===== config.mk =====
export PLATFORM = sky130hd
export DESIGN_NAME = instr_fetch_unit
export DESIGN_NICKNAME = d
export VERILOG_FILES = /design/src/rtl/rnbip_pkg.sv /design/src/rtl/fetch_len_decode.sv /design/src/rtl/instr_fetch_unit.sv
export SDC_FILE = /design/constraint.sdc
export NUM_CORES = 1
export LEC_CHECK = 0
export BUFFER_PORTS_ARGS = -buffer_cell sky130_fd_sc_hd__buf_2
export CORE_ASPECT_RATIO = 2
export CORE_UTILIZATION = 51
export CTS_CLUSTER_SIZE = 24
export DETAILED_ROUTE_END_ITERATION = 16
export PLACE_DENSITY = 0.93
export SYNTH_ARGS = -nofsm -noshare
export SYNTH_HDL_FRONTEND = slang
export SYNTH_SLANG_ARGS = --single-unit

===== constraint.sdc =====
create_clock -name CLK -period 4.2 [get_ports CLK]
set_input_delay 0.21 -clock CLK [delete_from_list [all_inputs] [get_ports CLK]]
set_output_delay 0.21 -clock CLK [all_outputs]
set_load 0.01 [all_outputs]

===== src/rtl/rnbip_pkg.sv =====
// Shared types and constants for the fetch stage: state encoding, widths,
// the NOP opcode and the opcode length-field decode.
package rnbip_pkg;

   localparam int unsigned DATA_W  = 8;
   localparam int unsigned ADDR_W  = 8;
   localparam int unsigned LEN_W   = 2;
   localparam int unsigned LEN_MSB = 7;
   localparam int unsigned LEN_LSB = 6;

   localparam logic [DATA_W-1:0] NOP_OP = 8'h00;

   localparam logic [LEN_W-1:0] LEN_0 = 2'd0;
   localparam logic [LEN_W-1:0] LEN_1 = 2'd1;
   localparam logic [LEN_W-1:0] LEN_2 = 2'd2;
   localparam logic [LEN_W-1:0] LEN_3 = 2'd3;

   typedef enum logic [2:0] {
      ST_IDLE  = 3'd0,
      ST_F_OP  = 3'd1,
      ST_F_OR1 = 3'd2,
      ST_F_OR2 = 3'd3,
      ST_DONE  = 3'd4
   } fetch_state_t;

   // Length field opcode[7:6]: 00 -> 1 byte, 01 -> 2 bytes, 1x -> 3 bytes.
   function automatic logic [LEN_W-1:0] instr_len(input logic [LEN_MSB-LEN_LSB:0] len_field);
      logic [LEN_W-1:0] len;
      case (len_field)
         2'b00:   len = LEN_1;
         2'b01:   len = LEN_2;
         default: len = LEN_3;
      endcase
      return len;
   endfunction

endpackage


===== src/rtl/fetch_len_decode.sv =====
// Combinational opcode length decode, applied to the opcode byte while it is
// still on the memory bus so the F_OP exit decision needs no extra cycle.
module fetch_len_decode
   import rnbip_pkg::*;
(
   input  logic [LEN_MSB-LEN_LSB:0] len_field_i,
   output logic [LEN_W-1:0]         len_o
);

   assign len_o = instr_len(len_field_i);

endmodule


===== src/rtl/instr_fetch_unit.sv =====
// Multi-cycle fetch stage: walks the PC across opcode and operand bytes,
// latches them into IR/OR1/OR2 and hands the instruction to the control unit.
module instr_fetch_unit
   import rnbip_pkg::*;
(
   input  logic              CLK,
   input  logic              RST,
   input  logic              FETCH,
   input  logic              FLUSH,
   input  logic              EXEC_ACK,
   input  logic [ADDR_W-1:0] PC_in,
   input  logic [DATA_W-1:0] IM_data,
   input  logic              IM_ready,
   output logic [ADDR_W-1:0] IM_addr,
   output logic              I_PC,
   output logic [DATA_W-1:0] IR,
   output logic [DATA_W-1:0] OR1,
   output logic [DATA_W-1:0] OR2,
   output logic [LEN_W-1:0]  INSTR_LEN,
   output logic              INSTR_VALID,
   output logic              BUSY
);

   fetch_state_t      state_q;
   logic [DATA_W-1:0] ir_q;
   logic [DATA_W-1:0] or1_q;
   logic [DATA_W-1:0] or2_q;
   logic [LEN_W-1:0]  len_q;
   logic [LEN_W-1:0]  op_len_d;
   logic [LEN_W-1:0]  ir_len;
   logic              fetching;

   fetch_len_decode u_len_decode (
      .len_field_i (IM_data[LEN_MSB:LEN_LSB]),
      .len_o       (op_len_d)
   );

   assign ir_len   = instr_len(ir_q[LEN_MSB:LEN_LSB]);
   assign fetching = (state_q == ST_F_OP) || (state_q == ST_F_OR1) || (state_q == ST_F_OR2);

   // One PC increment per byte consumed; a flush leaves the PC to its load path.
   assign I_PC    = fetching && IM_ready && !FLUSH;
   assign IM_addr = PC_in;

   always_ff @(posedge CLK or posedge RST) begin
      if (RST) begin
         state_q <= ST_IDLE;
         ir_q    <= NOP_OP;
         or1_q   <= '0;
         or2_q   <= '0;
         len_q   <= LEN_0;
      end else if (FLUSH) begin
         state_q <= ST_IDLE;
         ir_q    <= NOP_OP;
         or1_q   <= '0;
         or2_q   <= '0;
         len_q   <= LEN_0;
      end else begin
         case (state_q)
            ST_IDLE: begin
               if (FETCH) begin
                  state_q <= ST_F_OP;
                  or1_q   <= '0;
                  or2_q   <= '0;
               end
            end
            ST_F_OP: begin
               if (IM_ready) begin
                  ir_q    <= IM_data;
                  len_q   <= op_len_d;
                  state_q <= (op_len_d == LEN_1) ? ST_DONE : ST_F_OR1;
               end
            end
            ST_F_OR1: begin
               if (IM_ready) begin
                  or1_q   <= IM_data;
                  state_q <= (ir_len == LEN_2) ? ST_DONE : ST_F_OR2;
               end
            end
            ST_F_OR2: begin
               if (IM_ready) begin
                  or2_q   <= IM_data;
                  state_q <= ST_DONE;
               end
            end
            ST_DONE: begin
               // Back-to-back fetch skips IDLE; unused operands restart at zero.
               if (EXEC_ACK) begin
                  if (FETCH) begin
                     state_q <= ST_F_OP;
                     or1_q   <= '0;
                     or2_q   <= '0;
                  end else begin
                     state_q <= ST_IDLE;
                  end
               end
            end
            default: state_q <= ST_IDLE;
         endcase
      end
   end

   assign IR          = ir_q;
   assign OR1         = or1_q;
   assign OR2         = or2_q;
   assign INSTR_LEN   = len_q;
   assign INSTR_VALID = (state_q == ST_DONE);
   assign BUSY        = fetching;

endmodule


==> metrics, run 1 <==
Synth async-reset ratio=100.0%; worst slew pin tran=between 1 and 1.5 ns; crit path kind=flop to flop; post-CTS setup buffer count=0; Final Skew=0.006789 ns; Ports=59; pins over their slew limit=0; DRC violations left=0; Max Cap Viol=0; flop2flop setup slack=2.39 ns; Hold Fails Final Rpt=0; mean post-synth cell area=9.703 um2; gr usage total=25.25%; worst min path class=input port to async pin; initial antenna violation count=0; R2R Path Start=state_q[0]$_DFFE_PP0P_; Post-Synth Adder-Cell Area=0%; fin crit period=1.807 ns; CTS resizes=0; Synth Cell Area=approximately 1500 um2; syn nets=173; sequential share of the synthesized area=49.53%; main combinational cell family by area after synthesis=compound AO/OA/AOI/OAI gates; root buf cell=clkbuf_8; crit end category=flop; hold_buf cts=0; leakage=0.8656 nW; Synth Register Bits=29; die height=77.80 um; Cell variety after synth=35; global-route wire length before repair=5416 um; worst skew pair latency=0.29 ns; status=finished clean; vias in the first global route=1184; drt pass-1 iters=4; Routed WL=3538 um; fin nets=206; number of vias per cell=between 6 and 7; Pwr Density=467.0 nW/um2; clock sinks=29; largest net degree at the start of global routing=30; crit path cell chain=or4b_4 -> o21ai_4 -> nor3_2 -> a22o_1; # fillers=251; CTS tree=done; via count=1295; Startpoint Class=flop; layout cells sized above 1=between 30% and 40%; Yosys top cell area share=about half; clock slew at reported path FFs=around 0.07 ns; depth of the worst register-to-register path=4; maximum VDD drop=371.0 uV; Core ar.=2736 um2; DR iter-0 viols=37; leading area contributor after synthesis=dfrtp_1; Starting Density=between 50 and 60%; post-synthesis compound-gate area fraction=22.12%; Fin Setup TNS=0 ns; worst path required time=4.37 ns; total die area=3104 um2; CTS Buf Count=5; count of buffers from port buffering=between 40 and 50; RSZ-0062 raised after global routing=false; Max-slew headroom=30.21%; row count=27; Fin Hold WS=0.1715 ns; Yosys warnings=0; global route overflow=0; placer congestion estimate=0.7102; Post-Syn Instances=151; Arr. time, crit path=1.97 ns; Clock Path Buffers=2; detail-routed net length per standard cell=16.53 um; final setup vio count=0; xor and xnor area share after synthesis=0%; top_reg_cell synth=dfrtp_1; CP max-delay cell=or4b_4; synth top area cells=dfrtp_1, a22o_1, nand2_1; Max Clk Rate=553.3 MHz; synth cell count leaders=dfrtp_1, nand2_1, a21oi_1; Synth Area in Simple Gates=19.56%; post-synthesis mux area share=1.366%; Post-DRT Antenna Nets=0; CP startpoint=state_q[0]$_DFFE_PP0P_; H-tree levels=2; Detail Placement HPWL=2570 um; Critical Path Max Stage Delay=0.63 ns; CP Max Fanout=17; Post-synth EDFFs=0; Antenna Cells=0; worst flop-to-flop path endpoint=OR2[1]$_DFFE_PP0P_; most common cell in the netlist=dfrtp_1; die width=39.90 um; period utilization=43.03%; area delta synth->final=17.34%
## cell type report
cell class	count	area, um2	area share, %
Clock buffer	7	96.34	5.604
Sequential cell	29	725.7	42.21
Tap cell	29	36.28	2.111
Multi-Input combinational cell	102	630.6	36.68
Timing Repair Buffer	42	210.2	12.23
Inverter	4	15.01	0.8734
Clock inverter	1	5.005	0.2911
## through the flow
step / area, um2 / total power, mW / std cells / utilization [%] / setup WS, ns
2_1_floorplan: 1465 / 0.4953 / 151 / - / 2.677
3_3_place_gp: 1618 / 0.5436 / 206 / 59.12 / 2.505
3_5_place_dp: 1618 / 0.5526 / 206 / 59.12 / 2.423
4_1_cts: 1719 / 0.8064 / 214 / 62.83 / 2.415
5_1_grt: 1719 / 0.8452 / 214 / 62.83 / 2.213
6_report: 1719 / 0.8029 / 214 / 62.83 / 2.393
## power breakdown
group	internal [mW]	switching [mW]
clock network	0.148	0.105
registers	0.306	0.0422
logic	0.0825	0.120
total	0.536	0.267
## placed cells by master (no fill, tap or decap), types with 2 or more instances in the layout
cell and instances:
buf_2 42, dfrtp_1 29, nand2_1 19, a21oi_1 14, a22o_1 13, nor2_1 10, clkbuf_8 7, o21ai_1 5
inv_1 4, nand2b_1 4, o21ai_0 4, nand4_1 4, nor2b_1 3, nand3b_1 3, and2_1 2, nor3_1 2
mux2i_1 2
## how the worst max path moves through the flow
stage | to | slack, ns | depth (start not counted)
3_3_place_gp | OR2[0]$_DFFE_PP0P_ | 2.51 | 4
5_1_grt | INSTR_LEN[1]$_DFFE_PP0P_ | 2.21 | 4
2_1_floorplan | OR2[0]$_DFFE_PP0P_ | 2.68 | 4
3_5_place_dp | OR2[0]$_DFFE_PP0P_ | 2.42 | 4
4_1_cts | OR2[1]$_DFFE_PP0P_ | 2.41 | 4
6_report | OR2[1]$_DFFE_PP0P_ | 2.39 | 4
## worst max-delay path: cells and delay by family (launching register included)
| family | cells | cell delay [ns] |
|---|---|---|
| AO/OA/AOI/OAI | 2 | 0.39 |
| flip-flops | 1 | 0.56 |
| AND/OR/NAND/NOR | 2 | 0.74 |
## flip-flops by register name (all words and copies together), names as in the netlist
signal	cells
state_q	3
OR1	8
INSTR_LEN	2
OR2	8
IR	8
## logic make-up (layout without fill, tap and decap cells)
group | count (synthesis) | in the layout
buffers and inverters | 20 | 54
AND/OR/NAND/NOR | 54 | 54
multiplexers | 2 | 2
AO/OA/AOI/OAI | 46 | 46
flip-flops | 29 | 29
## metal layers
metal	wire length (um)	vias up	track usage, %	part of all wire, %
met3	193	6	4.286	5.5
met2	1841	51	40.32	52
li1	-	594	-	-
met5	0	-	0	0
met1	1426	644	30.78	40
met4	76	0	12.41	2.1
No activity file was read; power rests on OpenSTA's default activity.
==> run 2, diff against run 1 <==
--- a/config.mk
+++ b/config.mk
@@ -7,10 +7,10 @@
 export LEC_CHECK = 0
 export BUFFER_PORTS_ARGS = -buffer_cell sky130_fd_sc_hd__buf_2
 export CORE_ASPECT_RATIO = 2
-export CORE_UTILIZATION = 51
+export CORE_UTILIZATION = 47
 export CTS_CLUSTER_SIZE = 24
 export DETAILED_ROUTE_END_ITERATION = 16
-export PLACE_DENSITY = 0.93
+export PLACE_DENSITY = 0.87
 export SYNTH_ARGS = -nofsm -noshare
 export SYNTH_HDL_FRONTEND = slang
 export SYNTH_SLANG_ARGS = --single-unit
==> constraint.sdc (replaced) <==
create_clock -name CLK -period 1.8 [get_ports CLK]
set_input_delay 0.09 -clock CLK [delete_from_list [all_inputs] [get_ports CLK]]
set_output_delay 0.09 -clock CLK [all_outputs]
set_load 0.01 [all_outputs]
==> run 2 against run 1 <==
Via count increased by 0.62%. Maximum frequency increased by 8.1%. Sequential share of layout area decreased by 0.90 points. Core utilization decreased by 3.8 points. Worst setup slack got worse by 2.3 ns.
==> metrics, run 2 (synthesized netlist as in run 1, its figures left out) <==
status=finished clean; Max Clk Rate=598.2 MHz; Max Cap Viol=0; HP Start=IM_data[3]; clock group share of total power=between 20% and 30%; R2R Path Start=state_q[0]$_DFFE_PP0P_; Final Skew=0.007536 ns; RSZ-0062 raised after global routing=false; count of buffers from port buffering=42; fin nets=213; Detail Placement HPWL=around 2700 um; Routed WL=roughly 3600 um; largest net degree at the start of global routing=30; worst path required time=~2.0 ns; Tot Pwr=1.840 mW; pins over their slew limit=0; root buf cell=clkbuf_8; Ports=59; M1 WL=1351 um; via count=approximately 1300; combinational power share=between 30% and 40%; clock sinks=29; CTS tree=done; drt pass-1 iters=4; Post-DRT Antenna Nets=0; die height=80.96 um; worst min path class=input port to flop; total die area=3358 um2; CTS resizes=0; DR top layer=met4; Startpoint Class=flop; CP max-delay cell=and2_1; met3 wire length=218 um; CP startpoint=state_q[0]$_DFFE_PP0P_; H-tree levels=2; DRC violations left=0; switching pwr=0.6243 mW; final setup vio count=0; Hold Fails Final Rpt=0; P_int=1.216 mW; CTS Buf Count=5; placer congestion estimate=roughly 0.9; Pwr Density=1047 nW/um2; sequential share of power=41.2%; Max-slew headroom=69.43%; vias in the first global route=approximately 1300; CP bufs+invs=1; Core ar.=2978 um2; Arr. time, crit path=1.86 ns; area delta synth->final=19.90%; CP top delay family=simple AND/OR/NAND/NOR gates; maximum VDD drop=815.0 uV; crit path cell chain=buf_4 -> nor3b_2 -> and2_1 -> nor2_1 -> a211oi_1; layout cells sized above 1=31.77%; wire length on met2=1871 um; CP Max Fanout=11; crit end category=flop; number of vias per cell=5.869; leakage=slightly below 0.9 nW; Antenna Cells=0; period utilization=around 93%; row count=28; Starting Density=49.20%; global-route wire length before repair=approximately 5800 um; post-CTS setup buffer count=0; Switching Fraction=around a third; Critical Path Max Stage Delay=0.42 ns; global route overflow=0; crit path kind=flop to flop; worst skew pair latency=0.28 ns; DR iter-0 viols=37; commonest cells after routing, fill and taps aside=buf_2, dfrtp_1, nand2_1; gr usage total=23.32%; initial antenna violation count=0; commonest non-fill, non-tap cell in the layout=buf_2; worst slew pin tran=0.4586 ns; hold_buf cts=1; die width=approximately 41 um; detail-routed net length per standard cell=16.11 um; Post-Layout Cell Count=~220; Fin Setup TNS=0 ns; Clock Path Buffers=2; clock slew at reported path FFs=around 0.060 ns; fin crit period=1.672 ns; placed cell count=around 210
run 2: changes by cell type in the layout (fill, tap and decap cells not counted):
cell           delta
buf_4             +6
clkbuf_8          -2
clkinv_2          +1
dlygate4sd3_1     +1
clkbuf_1          +1
run 2: layer usage:
metal  GRT usage, %  vias to the layer above
met5              0                        -
met4          16.13                        0
met3          5.556                       10
met2          37.81                       58
met1          26.74                      621
li1               -                      614
run 2: path summary, 6_finish.rpt:
path                                                 end  slack [ns]  cells past startpoint
min in group asynchronous             OR2[4]$_DFFE_PP0P_        0.40                      4
worst max register to register  INSTR_LEN[1]$_DFFE_PP0P_        0.13                      5
worst min-delay path                   IR[3]$_DFFE_PP0P_        0.08                      3
max in group asynchronous              IR[7]$_DFFE_PP0P_        1.12                      4
worst min register to register        OR2[0]$_DFFE_PP0P_        0.50                      1
worst max-delay path            INSTR_LEN[1]$_DFFE_PP0P_        0.13                      5
run 2: final cells by class:
| cell class | instances | area (um2) |
|---|---|---|
| inverters | 4 | 15.01 |
| fillers | 277 | 1221 |
| clock inverters | 2 | 10.01 |
| flip-flops and latches | 29 | 725.7 |
| repair buffers | 49 | 265.3 |
| clock buffers | 6 | 72.57 |
| well taps | 30 | 37.54 |
| multi-input cells | 102 | 630.6 |
run 2: power by group through the flow:
stage	Sequential, mW	Clock, mW	Combinational, mW
5_1_grt	0.766	0.553	0.635
4_1_cts	0.757	0.520	0.575
3_3_place_gp	0.767	0	0.562
3_5_place_dp	0.769	0	0.569
2_1_floorplan	0.794	0	0.362
6_report	0.759	0.508	0.573
run 2: worst min-delay path: cells and delay by family:
family,cells,cell delay [ns]
buffers and inverters,1,0.12
AND/OR/NAND/NOR,1,0.05
AO/OA/AOI/OAI,1,0.05
run 2: metrics by stage:
step	setup WS, ns	util [%]	instance area [um2]	hold slack (ns)
after global routing	0.02778	58.99	1757	0.08177
after CTS	0.1451	58.99	1757	0.07451
final	0.1283	58.99	1757	0.07907
after global placement	0.2300	55.88	1664	0.1637
after detailed placement	0.2310	55.88	1664	0.1791
after floorplan	0.2773	-	1465	0.1681
